===== src/rtl/microcode_sequencer_if.sv =====
// Bundle of opcode/flag inputs, datapath strobes and status outputs of the
// microcode sequencer. The master side is the sequencer itself.
interface microcode_sequencer_if #(
    parameter int NREG   = 2,
    parameter int STEP_W = 4
);
    logic [7:0]        opcode;
    logic              carry_flag;
    logic              zero_flag;
    logic              run;

    logic              pc_en, pc_inc, pc_load, mar_load;
    logic              ram_ce, ram_we, mdr_load, mdr_oe;
    logic              mdr_sel_hi, mdr_src_bus, ir_load, acc_load;
    logic              acc_oe, alu_oe, alu_sub, tmp_load;
    logic              tmp_oe, out_load;
    logic [NREG-1:0]   reg_load;
    logic [NREG-1:0]   reg_oe;
    logic [STEP_W-1:0] step;
    logic              instr_done, illegal, halted;

    modport master (
        input  opcode, carry_flag, zero_flag, run,
        output pc_en, pc_inc, pc_load, mar_load, ram_ce, ram_we, mdr_load,
               mdr_oe, mdr_sel_hi, mdr_src_bus, ir_load, acc_load, acc_oe,
               alu_oe, alu_sub, tmp_load, tmp_oe, out_load, reg_load, reg_oe,
               step, instr_done, illegal, halted
    );

    modport slave (
        output opcode, carry_flag, zero_flag, run,
        input  pc_en, pc_inc, pc_load, mar_load, ram_ce, ram_we, mdr_load,
               mdr_oe, mdr_sel_hi, mdr_src_bus, ir_load, acc_load, acc_oe,
               alu_oe, alu_sub, tmp_load, tmp_oe, out_load, reg_load, reg_oe,
               step, instr_done, illegal, halted
    );
endinterface


===== src/rtl/microcode_sequencer.sv =====
// Microcode sequencer: fetches 1..3 instruction bytes in 4-cycle groups,
// then runs up to two execute cycles, issuing one-cycle datapath strobes.
// State is FETCH (byte_q/phase_q select the fetch cycle), EXEC (phase_q is
// the execute cycle) or HALT. Strobes are decoded from state and opcode;
// only the JC/JZ jump strobes also look at the live flags.
module microcode_sequencer #(
    parameter int NREG   = 2,
    parameter int STEP_W = 4
) (
    input  logic                  clk,
    input  logic                  rst_n,
    microcode_sequencer_if.master bus
);
    localparam logic [3:0] C_LDA = 4'h0, C_STA = 4'h1, C_ADD = 4'h2, C_SUB = 4'h3;
    localparam logic [3:0] C_JMP = 4'h4, C_JC = 4'h5, C_JZ = 4'h6, C_OUT = 4'h7;
    localparam logic [3:0] C_HLT = 4'h8, C_MVA = 4'h9, C_MVR = 4'hA, C_MOV = 4'hB;
    localparam logic [3:0] C_NOP = 4'hC;

    typedef enum logic [1:0] {FETCH, EXEC, HALT} state_t;

    state_t              state_q, state_d;
    logic [1:0]          byte_q, byte_d;
    logic [1:0]          phase_q, phase_d;
    logic [STEP_W-1:0]   step_q, step_d;
    logic                illegal_q, illegal_d;

    logic [3:0]          cls, r, eff_cls;
    logic                is_illegal, last_fetch, exec_last;
    logic [1:0]          nbytes, exec_len;
    logic [NREG-1:0]     reg_onehot;

    // Instruction decode: illegal opcodes are folded into NOP.
    always_comb begin
        cls        = bus.opcode[7:4];
        r          = bus.opcode[3:0];
        is_illegal = (cls >= 4'hD) ||
                     (((cls == C_ADD) || (cls == C_SUB) || (cls == C_MVR) || (cls == C_MOV))
                      && !(32'(r) < NREG));
        eff_cls    = is_illegal ? C_NOP : cls;
        case (eff_cls)
            C_LDA, C_STA, C_JMP, C_JC, C_JZ: nbytes = 2'd3;
            C_MVA, C_MVR:                    nbytes = 2'd2;
            default:                         nbytes = 2'd1;
        endcase
        case (eff_cls)
            C_LDA, C_STA, C_ADD, C_SUB: exec_len = 2'd2;
            C_OUT, C_MOV:               exec_len = 2'd1;
            default:                    exec_len = 2'd0;
        endcase
        reg_onehot = NREG'(1) << r;
        last_fetch = (byte_q == nbytes);
        exec_last  = (phase_q == exec_len - 2'd1);
    end

    // Sequencing state register.
    always_ff @(posedge clk or negedge rst_n) begin
        if (!rst_n) begin
            state_q   <= FETCH;
            byte_q    <= 2'd1;
            phase_q   <= 2'd0;
            step_q    <= '0;
            illegal_q <= 1'b0;
        end else begin
            state_q   <= state_d;
            byte_q    <= byte_d;
            phase_q   <= phase_d;
            step_q    <= step_d;
            illegal_q <= illegal_d;
        end
    end

    // Next state: advance fetch phases/bytes, then execute cycles, then wrap.
    always_comb begin
        state_d   = state_q;
        byte_d    = byte_q;
        phase_d   = phase_q;
        step_d    = step_q;
        illegal_d = 1'b0;
        case (state_q)
            FETCH: begin
                step_d  = step_q + STEP_W'(1);
                phase_d = phase_q + 2'd1;
                if (phase_q == 2'd3) begin
                    if (!last_fetch) begin
                        byte_d = byte_q + 2'd1;
                    end else begin
                        byte_d = 2'd1;
                        if (exec_len != 2'd0) begin
                            state_d = EXEC;
                        end else begin
                            step_d    = '0;
                            illegal_d = is_illegal;
                            if (eff_cls == C_HLT) state_d = HALT;
                        end
                    end
                end
            end
            EXEC: begin
                if (exec_last) begin
                    state_d = FETCH;
                    phase_d = 2'd0;
                    step_d  = '0;
                end else begin
                    phase_d = phase_q + 2'd1;
                    step_d  = step_q + STEP_W'(1);
                end
            end
            default: begin
                step_d  = '0;
                phase_d = 2'd0;
                byte_d  = 2'd1;
                if (bus.run) state_d = FETCH;
            end
        endcase
    end

    // Strobe decode; everything is forced low while reset is asserted.
    always_comb begin
        bus.pc_en = 1'b0;  bus.pc_inc = 1'b0;  bus.pc_load = 1'b0;  bus.mar_load = 1'b0;
        bus.ram_ce = 1'b0; bus.ram_we = 1'b0;  bus.mdr_load = 1'b0; bus.mdr_oe = 1'b0;
        bus.mdr_sel_hi = 1'b0; bus.mdr_src_bus = 1'b0; bus.ir_load = 1'b0;
        bus.acc_load = 1'b0; bus.acc_oe = 1'b0; bus.alu_oe = 1'b0; bus.alu_sub = 1'b0;
        bus.tmp_load = 1'b0; bus.tmp_oe = 1'b0; bus.out_load = 1'b0;
        bus.reg_load = '0; bus.reg_oe = '0;
        bus.step = '0; bus.instr_done = 1'b0; bus.illegal = 1'b0; bus.halted = 1'b0;
        if (rst_n) begin
            bus.step    = step_q;
            bus.illegal = illegal_q;
            case (state_q)
                FETCH: begin
                    case (phase_q)
                        2'd0: begin bus.pc_en = 1'b1; bus.mar_load = 1'b1; end
                        2'd1: bus.pc_inc = 1'b1;
                        2'd2: begin bus.ram_ce = 1'b1; bus.mdr_load = 1'b1; end
                        default: begin
                            bus.instr_done = last_fetch && (exec_len == 2'd0);
                            if (byte_q == 2'd1) begin
                                bus.mdr_oe  = 1'b1;
                                bus.ir_load = 1'b1;
                            end else if (byte_q == 2'd2) begin
                                bus.mdr_oe = 1'b1;
                                if (eff_cls == C_MVA)      bus.acc_load = 1'b1;
                                else if (eff_cls == C_MVR) bus.reg_load = reg_onehot;
                                else                       bus.tmp_load = 1'b1;
                            end else if ((eff_cls == C_JMP) || (eff_cls == C_LDA) ||
                                         (eff_cls == C_STA) ||
                                         ((eff_cls == C_JC) && bus.carry_flag) ||
                                         ((eff_cls == C_JZ) && bus.zero_flag)) begin
                                bus.mdr_oe     = 1'b1;
                                bus.mdr_sel_hi = 1'b1;
                                bus.tmp_oe     = 1'b1;
                                if ((eff_cls == C_LDA) || (eff_cls == C_STA)) bus.mar_load = 1'b1;
                                else                                          bus.pc_load  = 1'b1;
                            end
                        end
                    endcase
                end
                EXEC: begin
                    bus.instr_done = exec_last;
                    case (eff_cls)
                        C_ADD, C_SUB: begin
                            if (phase_q == 2'd0) begin
                                bus.reg_oe = reg_onehot; bus.tmp_load = 1'b1;
                            end else begin
                                bus.alu_oe = 1'b1; bus.acc_load = 1'b1;
                                bus.alu_sub = (eff_cls == C_SUB);
                            end
                        end
                        C_MOV: begin bus.acc_oe = 1'b1; bus.reg_load = reg_onehot; end
                        C_OUT: begin bus.acc_oe = 1'b1; bus.out_load = 1'b1; end
                        C_LDA: begin
                            if (phase_q == 2'd0) begin bus.ram_ce = 1'b1; bus.mdr_load = 1'b1; end
                            else begin bus.mdr_oe = 1'b1; bus.acc_load = 1'b1; end
                        end
                        C_STA: begin
                            if (phase_q == 2'd0) begin
                                bus.acc_oe = 1'b1; bus.mdr_src_bus = 1'b1; bus.mdr_load = 1'b1;
                            end else begin
                                bus.ram_ce = 1'b1; bus.ram_we = 1'b1; bus.mdr_oe = 1'b1;
                            end
                        end
                        default: ;
                    endcase
                end
                default: bus.halted = 1'b1;
            endcase
        end
    end
endmodule


===== src/flat_wrapper.sv =====
// flat-port wrapper written by rule: the top's interface ports become plain ports
module microcode_sequencer_flat 
#(
    parameter int NREG   = 2,
    parameter int STEP_W = 4
)
  (clk, rst_n, bus_opcode, bus_carry_flag, bus_zero_flag, bus_run, bus_pc_en, bus_pc_inc, bus_pc_load, bus_mar_load, bus_ram_ce, bus_ram_we, bus_mdr_load, bus_mdr_oe, bus_mdr_sel_hi, bus_mdr_src_bus, bus_ir_load, bus_acc_load, bus_acc_oe, bus_alu_oe, bus_alu_sub, bus_tmp_load, bus_tmp_oe, bus_out_load, bus_reg_load, bus_reg_oe, bus_step, bus_instr_done, bus_illegal, bus_halted);
  microcode_sequencer_if #(.NREG(NREG), .STEP_W(STEP_W)) bus_i ();
  input  logic clk;
  input  logic rst_n;
  input wire logic [$bits(bus_i.opcode)-1:0] bus_opcode;
  input wire logic [$bits(bus_i.carry_flag)-1:0] bus_carry_flag;
  input wire logic [$bits(bus_i.zero_flag)-1:0] bus_zero_flag;
  input wire logic [$bits(bus_i.run)-1:0] bus_run;
  output wire logic [$bits(bus_i.pc_en)-1:0] bus_pc_en;
  output wire logic [$bits(bus_i.pc_inc)-1:0] bus_pc_inc;
  output wire logic [$bits(bus_i.pc_load)-1:0] bus_pc_load;
  output wire logic [$bits(bus_i.mar_load)-1:0] bus_mar_load;
  output wire logic [$bits(bus_i.ram_ce)-1:0] bus_ram_ce;
  output wire logic [$bits(bus_i.ram_we)-1:0] bus_ram_we;
  output wire logic [$bits(bus_i.mdr_load)-1:0] bus_mdr_load;
  output wire logic [$bits(bus_i.mdr_oe)-1:0] bus_mdr_oe;
  output wire logic [$bits(bus_i.mdr_sel_hi)-1:0] bus_mdr_sel_hi;
  output wire logic [$bits(bus_i.mdr_src_bus)-1:0] bus_mdr_src_bus;
  output wire logic [$bits(bus_i.ir_load)-1:0] bus_ir_load;
  output wire logic [$bits(bus_i.acc_load)-1:0] bus_acc_load;
  output wire logic [$bits(bus_i.acc_oe)-1:0] bus_acc_oe;
  output wire logic [$bits(bus_i.alu_oe)-1:0] bus_alu_oe;
  output wire logic [$bits(bus_i.alu_sub)-1:0] bus_alu_sub;
  output wire logic [$bits(bus_i.tmp_load)-1:0] bus_tmp_load;
  output wire logic [$bits(bus_i.tmp_oe)-1:0] bus_tmp_oe;
  output wire logic [$bits(bus_i.out_load)-1:0] bus_out_load;
  output wire logic [$bits(bus_i.reg_load)-1:0] bus_reg_load;
  output wire logic [$bits(bus_i.reg_oe)-1:0] bus_reg_oe;
  output wire logic [$bits(bus_i.step)-1:0] bus_step;
  output wire logic [$bits(bus_i.instr_done)-1:0] bus_instr_done;
  output wire logic [$bits(bus_i.illegal)-1:0] bus_illegal;
  output wire logic [$bits(bus_i.halted)-1:0] bus_halted;
  assign bus_i.opcode = bus_opcode;
  assign bus_i.carry_flag = bus_carry_flag;
  assign bus_i.zero_flag = bus_zero_flag;
  assign bus_i.run = bus_run;
  assign bus_pc_en = bus_i.pc_en;
  assign bus_pc_inc = bus_i.pc_inc;
  assign bus_pc_load = bus_i.pc_load;
  assign bus_mar_load = bus_i.mar_load;
  assign bus_ram_ce = bus_i.ram_ce;
  assign bus_ram_we = bus_i.ram_we;
  assign bus_mdr_load = bus_i.mdr_load;
  assign bus_mdr_oe = bus_i.mdr_oe;
  assign bus_mdr_sel_hi = bus_i.mdr_sel_hi;
  assign bus_mdr_src_bus = bus_i.mdr_src_bus;
  assign bus_ir_load = bus_i.ir_load;
  assign bus_acc_load = bus_i.acc_load;
  assign bus_acc_oe = bus_i.acc_oe;
  assign bus_alu_oe = bus_i.alu_oe;
  assign bus_alu_sub = bus_i.alu_sub;
  assign bus_tmp_load = bus_i.tmp_load;
  assign bus_tmp_oe = bus_i.tmp_oe;
  assign bus_out_load = bus_i.out_load;
  assign bus_reg_load = bus_i.reg_load;
  assign bus_reg_oe = bus_i.reg_oe;
  assign bus_step = bus_i.step;
  assign bus_instr_done = bus_i.instr_done;
  assign bus_illegal = bus_i.illegal;
  assign bus_halted = bus_i.halted;
  microcode_sequencer #(.NREG(NREG), .STEP_W(STEP_W)) u_core (.clk(clk), .rst_n(rst_n), .bus(bus_i));
endmodule

===== config.mk =====
export PLATFORM = sky130hd
export DESIGN_NAME = microcode_sequencer_flat
export DESIGN_NICKNAME = d
export VERILOG_FILES = /design/src/rtl/microcode_sequencer_if.sv /design/src/rtl/microcode_sequencer.sv /design/src/flat_wrapper.sv
export SDC_FILE = /design/constraint.sdc
export NUM_CORES = 1
export LEC_CHECK = 0
export CAP_MARGIN = 0
export CORE_MARGIN = 1.5
export CORE_UTILIZATION = 40
export DETAILED_ROUTE_END_ITERATION = 8
export MAX_ROUTING_LAYER = met4
export PLACE_DENSITY = 0.82
export SLEW_MARGIN = 25
export SYNTH_ARGS = -nofsm -noshare
export SYNTH_HDL_FRONTEND = slang
export SYNTH_SLANG_ARGS = --single-unit

===== constraint.sdc =====
create_clock -name clk -period 3.1 [get_ports clk]
set_clock_uncertainty 0.2 [all_clocks]
set_input_delay 0.31 -clock clk [delete_from_list [all_inputs] [get_ports clk]]
set_output_delay 0.31 -clock clk [all_outputs]
set_load 0.1 [all_outputs]

# Yosys cells after proc, flatten, opt, wreduce, memory -nomap -nowiden
# Index checks and enable logic that the tools add are counted.
[classes]
n_eq_ne = 27
add_sub_neg = 4
reduce_logical = 32
order_cmp = 2
bitwise = 1
shifts = 1
n_mux = 121
[ops]
columns = ["cell", "count"]
rows = [
  ["$mux W1", 79],
  ["$mux W2", 20],
  ["$eq A4 B4 Y1 const B", 6],
  ["$mux W4", 6],
  ["$pmux W2 S2", 6],
  ["$pmux W1 S2", 9],
  ["$eq A4 B2 Y1 const B", 4],
  ["$eq A4 B3 Y1 const B", 4],
  ["$reduce_or A2 Y1", 6],
  ["$logic_or A1 B1 Y1", 9],
  ["$pmux W4 S2", 1],
  ["$eq A2 B1 Y1 const B", 3],
  ["$eq A2 B2 Y1 const B", 3],
  ["$logic_not A2 Y1", 3],
  ["$ne A2 B1 Y1 const B", 3],
  ["$reduce_or A3 Y1", 2],
  ["$reduce_and A5 Y1", 1],
  ["$reduce_or A5 Y1", 1],
  ["$add A2 B1 Y2 const B", 2],
  ["$add A4 B1 Y4 const B", 1],
  ["$eq A2 B2 Y1", 2],
  ["$eq A4 B1 Y1 const B", 1],
  ["$ge A4 B4 Y1 const B", 1],
  ["$logic_and A1 B1 Y1", 4],
  ["11 further kinds", 11],
]
[word_totals]
out_inout_bits = 29
ff_bits = 11
input_bits = 13

# Logic depth before layout (Yosys ltp)
[logic_depth]
word_depth = 18
ltp_mapped = 11
mapped_depth_nobuf = 10

# Worst setup path after synthesis
# Ideal clock, no wire load.
[synth_path]
kind = "flip-flop to output port"
startpoint = "register u_core.phase_q[0]"
endpoint = "output bus_acc_load"
slack_ns = -1.510
path_stages_with_launch = 7
required_ns = 2.590
arrival_time_ns = 4.100
path_cell_list = "dfrtp_1 -> inv_1 -> ha_1 -> clkbuf_1 -> nor4_1 -> a31oi_1 -> nor4bb_1"
[synth_via]
elab_chain_len = 5
elab_cells_between_ends = 9
classes_between = "eq/ne (2); mux (5); reduce/logical (2)"
[synth_lines]
columns = ["element", "line_no", "source"]
rows = [
  ["from (decl)", "microcode_sequencer.sv:23", "logic [1:0] phase_q, phase_d;"],
  ["from (signal assigned)", "microcode_sequencer.sv:66", "phase_q <= phase_d;"],
  ["$eq A2 B1 Y1, or another cell as far along", "microcode_sequencer.sv:131", "case (phase_q)"],
  ["$reduce_or A3 Y1 (no line) / $mux W1 (equally long branches)", "--", ""],
  ["$mux W1, on equally long branches", "--", ""],
  ["$pmux W1 S2 (*)", "microcode_sequencer.sv:129", "case (state_q)"],
  ["$mux W1 (*)", "microcode_sequencer.sv:126", "if (rst_n) begin"],
  ["to (decl)", "flat_wrapper.sv:26", "output wire logic [$bits(bus_i.acc_load)-1:0] bus_acc_load;"],
]
# Mark *: on every way between the ends. The rest lies on a longest branch, timed or not.

# Worst setup path after layout
[layout_path]
startpoint = "input bus_opcode[3]"
endpoint = "output bus_instr_done"
[layout_via]
elab_chain_len = 13
elab_cells_between_ends = 30
classes_between = "add/sub (1); order compare (1); eq/ne (12); mux (6); reduce/logical (10)"
[layout_lines]
columns = ["element", "line_no", "source"]
rows = [
  ["from (decl)", "flat_wrapper.sv:11", "input wire logic [$bits(bus_i.opcode)-1:0] bus_opcode;"],
  ["$lt A4 B2 Y1 (*)", "microcode_sequencer.sv:38", "&& !(32'(r) < NREG));"],
  ["$logic_not A1 Y1 (*)", "microcode_sequencer.sv:38", ""],
  ["$logic_and A1 B1 Y1 (*)", "microcode_sequencer.sv:38", ""],
  ["$logic_or A1 B1 Y1 (*)", "microcode_sequencer.sv:36", "is_illegal = (cls >= 4'hD) ||"],
  ["$mux W4 (*)", "microcode_sequencer.sv:39", "eff_cls = is_illegal ? C_NOP : cls;"],
  ["parallel branches: the longest is 6 deep, another holds $sub A2 B1 Y2", "--", ""],
  ["$pmux W1 S2 (*)", "microcode_sequencer.sv:129", ""],
  ["$mux W1 (*)", "microcode_sequencer.sv:126", ""],
  ["to (decl)", "flat_wrapper.sv:36", "output wire logic [$bits(bus_i.instr_done)-1:0] bus_instr_done;"],
]
# Every way passes the cells marked *.

==> impl_metrics.env <==
export IMPL_arrival_ns=2.48
export IMPL_grt_first_pass_wirelength_um=6596
export IMPL_antenna_cells=0
export IMPL_startpoint_type="input pin"
export IMPL_r2r_setup_slack_ns=1.16
export IMPL_leakage_nw=0.8903
export IMPL_path_buf_inv=2
export IMPL_layoutNonFillerInstCount=263
export IMPL_grt_pass1_vias=1415
export IMPL_core_area_mm2=0.003103
export IMPL_avgSynthCellArea_um2=7.695
export IMPL_cp_slowest_cell="clkdlybuf4s50_1"
export IMPL_synth_xor_area_frac=0.02632
export IMPL_cpLargestDelayFamily="buffers and inverters"
export IMPL_timing_hold_ws_ns=0.3753
export IMPL_num_vias=1492
export IMPL_num_rows=20
export IMPL_cp_cell_sequence="clkdlybuf4s50_1 -> nor4b_4 -> a31oi_4 -> ha_1 -> xnor2_1 -> nor2_1 -> mux2i_4 -> o22ai_4 -> buf_12"
export IMPL_yosysUniqueCellTypes=49
export IMPL_synth_edf_count=0
export IMPL_critPathKind="input pin to output port"
export IMPL_cts_tree="yes"
export IMPL_drive_gt1_frac=0.2694
export IMPL_clkTransAtPathRegs_ns=0.07
export IMPL_status="finished, final reports clean"
export IMPL_r2r_end="u_core.step_q[1]"
export IMPL_grt_max_degree=21
export IMPL_reg2reg_depth=5
export IMPL_final_util=0.7125
export IMPL_die_area_mm2=0.003683
export IMPL_drt_wl_total_um=3953
export IMPL_setup_violations=0
export IMPL_first_pass_iters=4
export IMPL_dp_hpwl_um=3253
export IMPL_via_per_inst=5.673
export IMPL_avgRoutedWirePerCell_um=15.03
export IMPL_rsz0062_at_grt="no"
export IMPL_ir_drop_uv=353.4
export IMPL_endpoint_kind="output port"
export IMPL_cts_root_buffer="clkbuf_4"
export IMPL_synth_adder_area_share=0.08459
export IMPL_cts_htree_levels=1
export IMPL_holdBufCountCts=0
export IMPL_synth_cell_area_mm2=0.001331
export IMPL_placed_cells=259
export IMPL_synth_seq_area_share=0.2077
export IMPL_area_growth_pct=66.07
export IMPL_clock_path_buffers=2
export IMPL_fmax_mhz=333.9
export IMPL_worstPathRequired_ns=2.59
export IMPL_synth_compound_area_share=0.2303
export IMPL_fin_nets=242
export IMPL_port_buffers=41
export IMPL_drtIter0Drc=74
export IMPL_grt_antenna_before_repair=0
export IMPL_syn_nets=195
export IMPL_post_place_ws_ns=0.07374
export IMPL_drc=0
export IMPL_antenna_left=0
export IMPL_globalplace_congestion=0.9122
export IMPL_fin_area_mm2=0.002211
export IMPL_gr_total_overflow=0
export IMPL_post_cts_setup_buffer_count=0
export IMPL_hold_violations=0
export IMPL_finalMaxSlewViolations=0
export IMPL_synthArstFlopShare=1.000
export IMPL_ys_dominant_reg_cell="dfrtp_1"
export IMPL_maxSlewHeadroom=0.6067
export IMPL_power_density_mw_per_mm2=732.4
export IMPL_post_route_min_period_ns=2.995
export IMPL_totalPowerFinal_mw=1.619
export IMPL_muxShareOfSynthArea=0.01692
export IMPL_cts_buffers=3
export IMPL_placed_cell_area_mm2=0.002180
export IMPL_r2r_start="u_core.byte_q[0]"
export IMPL_synth_top_family_by_area="simple AND/OR/NAND/NOR gates"
export IMPL_hold_path_class="input pin to async pin"
export IMPL_finalCritPeriodShare=0.9661
export IMPL_io_pins=42
export IMPL_layout_setup_ws_ns=0.1052
export IMPL_synthSimpleGateAreaFrac=0.3759
export IMPL_track_usage=0.2431
export IMPL_cts_sinks=11
export IMPL_die_h_um=60.69
export IMPL_yosys_register_bits=11
export IMPL_die_w_um=60.69
export IMPL_crit_fanout=2
export IMPL_start_util=0.4290
export IMPL_setup_tns_ns=0
export IMPL_cpPeakStageDelay_ns=0.46
export IMPL_synthCells=173
export IMPL_clk_latency_ns=0.27
export IMPL_ys_warn_count=0
export IMPL_timing_max_cap_violations=0
export IMPL_worst_pin_slew_ns=0.5855
layout make-up:
type	instances	area, um2
clock buffers	4	26.28
fillers	234	892.1
inverters	9	33.78
multi-input cells	144	1044
flip-flops and latches	11	276.5
well taps	44	55.05
repair buffers	51	775.7
sequential cells by signal (all words and copies together), names as in the netlist:
signal / count
u_core.step_q: 4
u_core.byte_q: 2
u_core.phase_q: 2
u_core.state_q: 2
u_core.illegal_q: 1
worst max-delay path by stage:
stage	to	slack, ns	cells after the start	start
floorplan	bus_acc_load	-0.44	6	u_core.phase_q[0]
global placement	bus_instr_done	0.13	10	bus_opcode[6]
detailed placement	bus_instr_done	0.07	10	bus_opcode[6]
CTS	bus_instr_done	0.07	10	bus_opcode[6]
global route	bus_instr_done	0.008	12	bus_opcode[2]
finish	bus_instr_done	0.11	9	bus_opcode[3]
power breakdown:
part           internal [mW]  switching (mW)
clock                 0.0499          0.0502
combinational          0.453           0.776
sequential             0.209          0.0810
total                  0.712           0.908
per-layer routing:
| metal | global-route usage | up-vias | routed length (um) |
|---|---|---|---|
| met2 | 0.4055 | 52 | 2055 |
| li1 | - | 721 | - |
| met5 | - | - | 0 |
| met3 | 0.04478 | 2 | 173 |
| met1 | 0.3155 | 717 | 1711 |
| met4 | 0.03106 | 0 | 12 |
kinds of logic (layout without fill, tap and decap cells):
family / count (synthesis) / after routing
flops: 11 / 11
xor+xnor: 4 / 4
compound gates: 36 / 36
mux: 1 / 1
fa+ha+maj: 9 / 9
simple gates: 94 / 94
buf+inv: 18 / 64
worst register-to-register path, delay by kind of cell, from the launching register on:
kind,cells,cell delay [ns]
simple gates,2,0.32
compound gates,3,0.71
flops,1,0.60
repair_timing:
item                                    CTS  global route
endpoints found under the hold margin     0             0
endpoints found under the setup margin    0             1
gates resized for setup                   0             1
layout by cell type (no fill, tap or decap), drive strengths merged, types with 2 or more instances in the layout:
master | synthesis | layout
a211oi | 3 | 3
a21boi | 2 | 2
a21oi | 7 | 7
a31oi | 4 | 4
and2 | 10 | 10
and3 | 5 | 5
buf | 4 | 39
clkbuf | 5 | 4
clkdlybuf4s50 | 0 | 12
dfrtp | 10 | 10
ha | 9 | 9
inv | 9 | 9
nand2 | 20 | 20
nand2b | 2 | 2
nand3 | 8 | 8
nand4 | 3 | 3
nor2 | 22 | 22
nor2b | 4 | 4
nor3 | 8 | 8
nor3b | 3 | 3
nor4 | 4 | 4
o211ai | 2 | 2
o311ai | 2 | 2
o31ai | 3 | 3
xnor2 | 2 | 2
xor2 | 2 | 2
cells in the mapped netlist (all sizes together) (2+ instances only):
| library cell | n | area [um2] |
|---|---|---|
| nor2 | 22 | 82.58 |
| nand2 | 20 | 75.07 |
| and2 | 10 | 65.06 |
| dfrtp | 10 | 250.2 |
| ha | 9 | 112.6 |
| inv | 9 | 33.78 |
| nand3 | 8 | 40.04 |
| nor3 | 8 | 40.04 |
| a21oi | 7 | 35.03 |
| and3 | 5 | 31.28 |
| clkbuf | 5 | 18.77 |
| a31oi | 4 | 40.04 |
| buf | 4 | 25.02 |
| nor2b | 4 | 25.02 |
| nor4 | 4 | 25.02 |
| a211oi | 3 | 22.52 |
| nand4 | 3 | 18.77 |
| nor3b | 3 | 27.52 |
| o31ai | 3 | 22.52 |
| a21boi | 2 | 15.01 |
| nand2b | 2 | 12.51 |
| o211ai | 2 | 15.01 |
| o311ai | 2 | 17.52 |
| xnor2 | 2 | 17.52 |
| xor2 | 2 | 17.52 |
No activity file was read; power rests on OpenSTA's default activity.
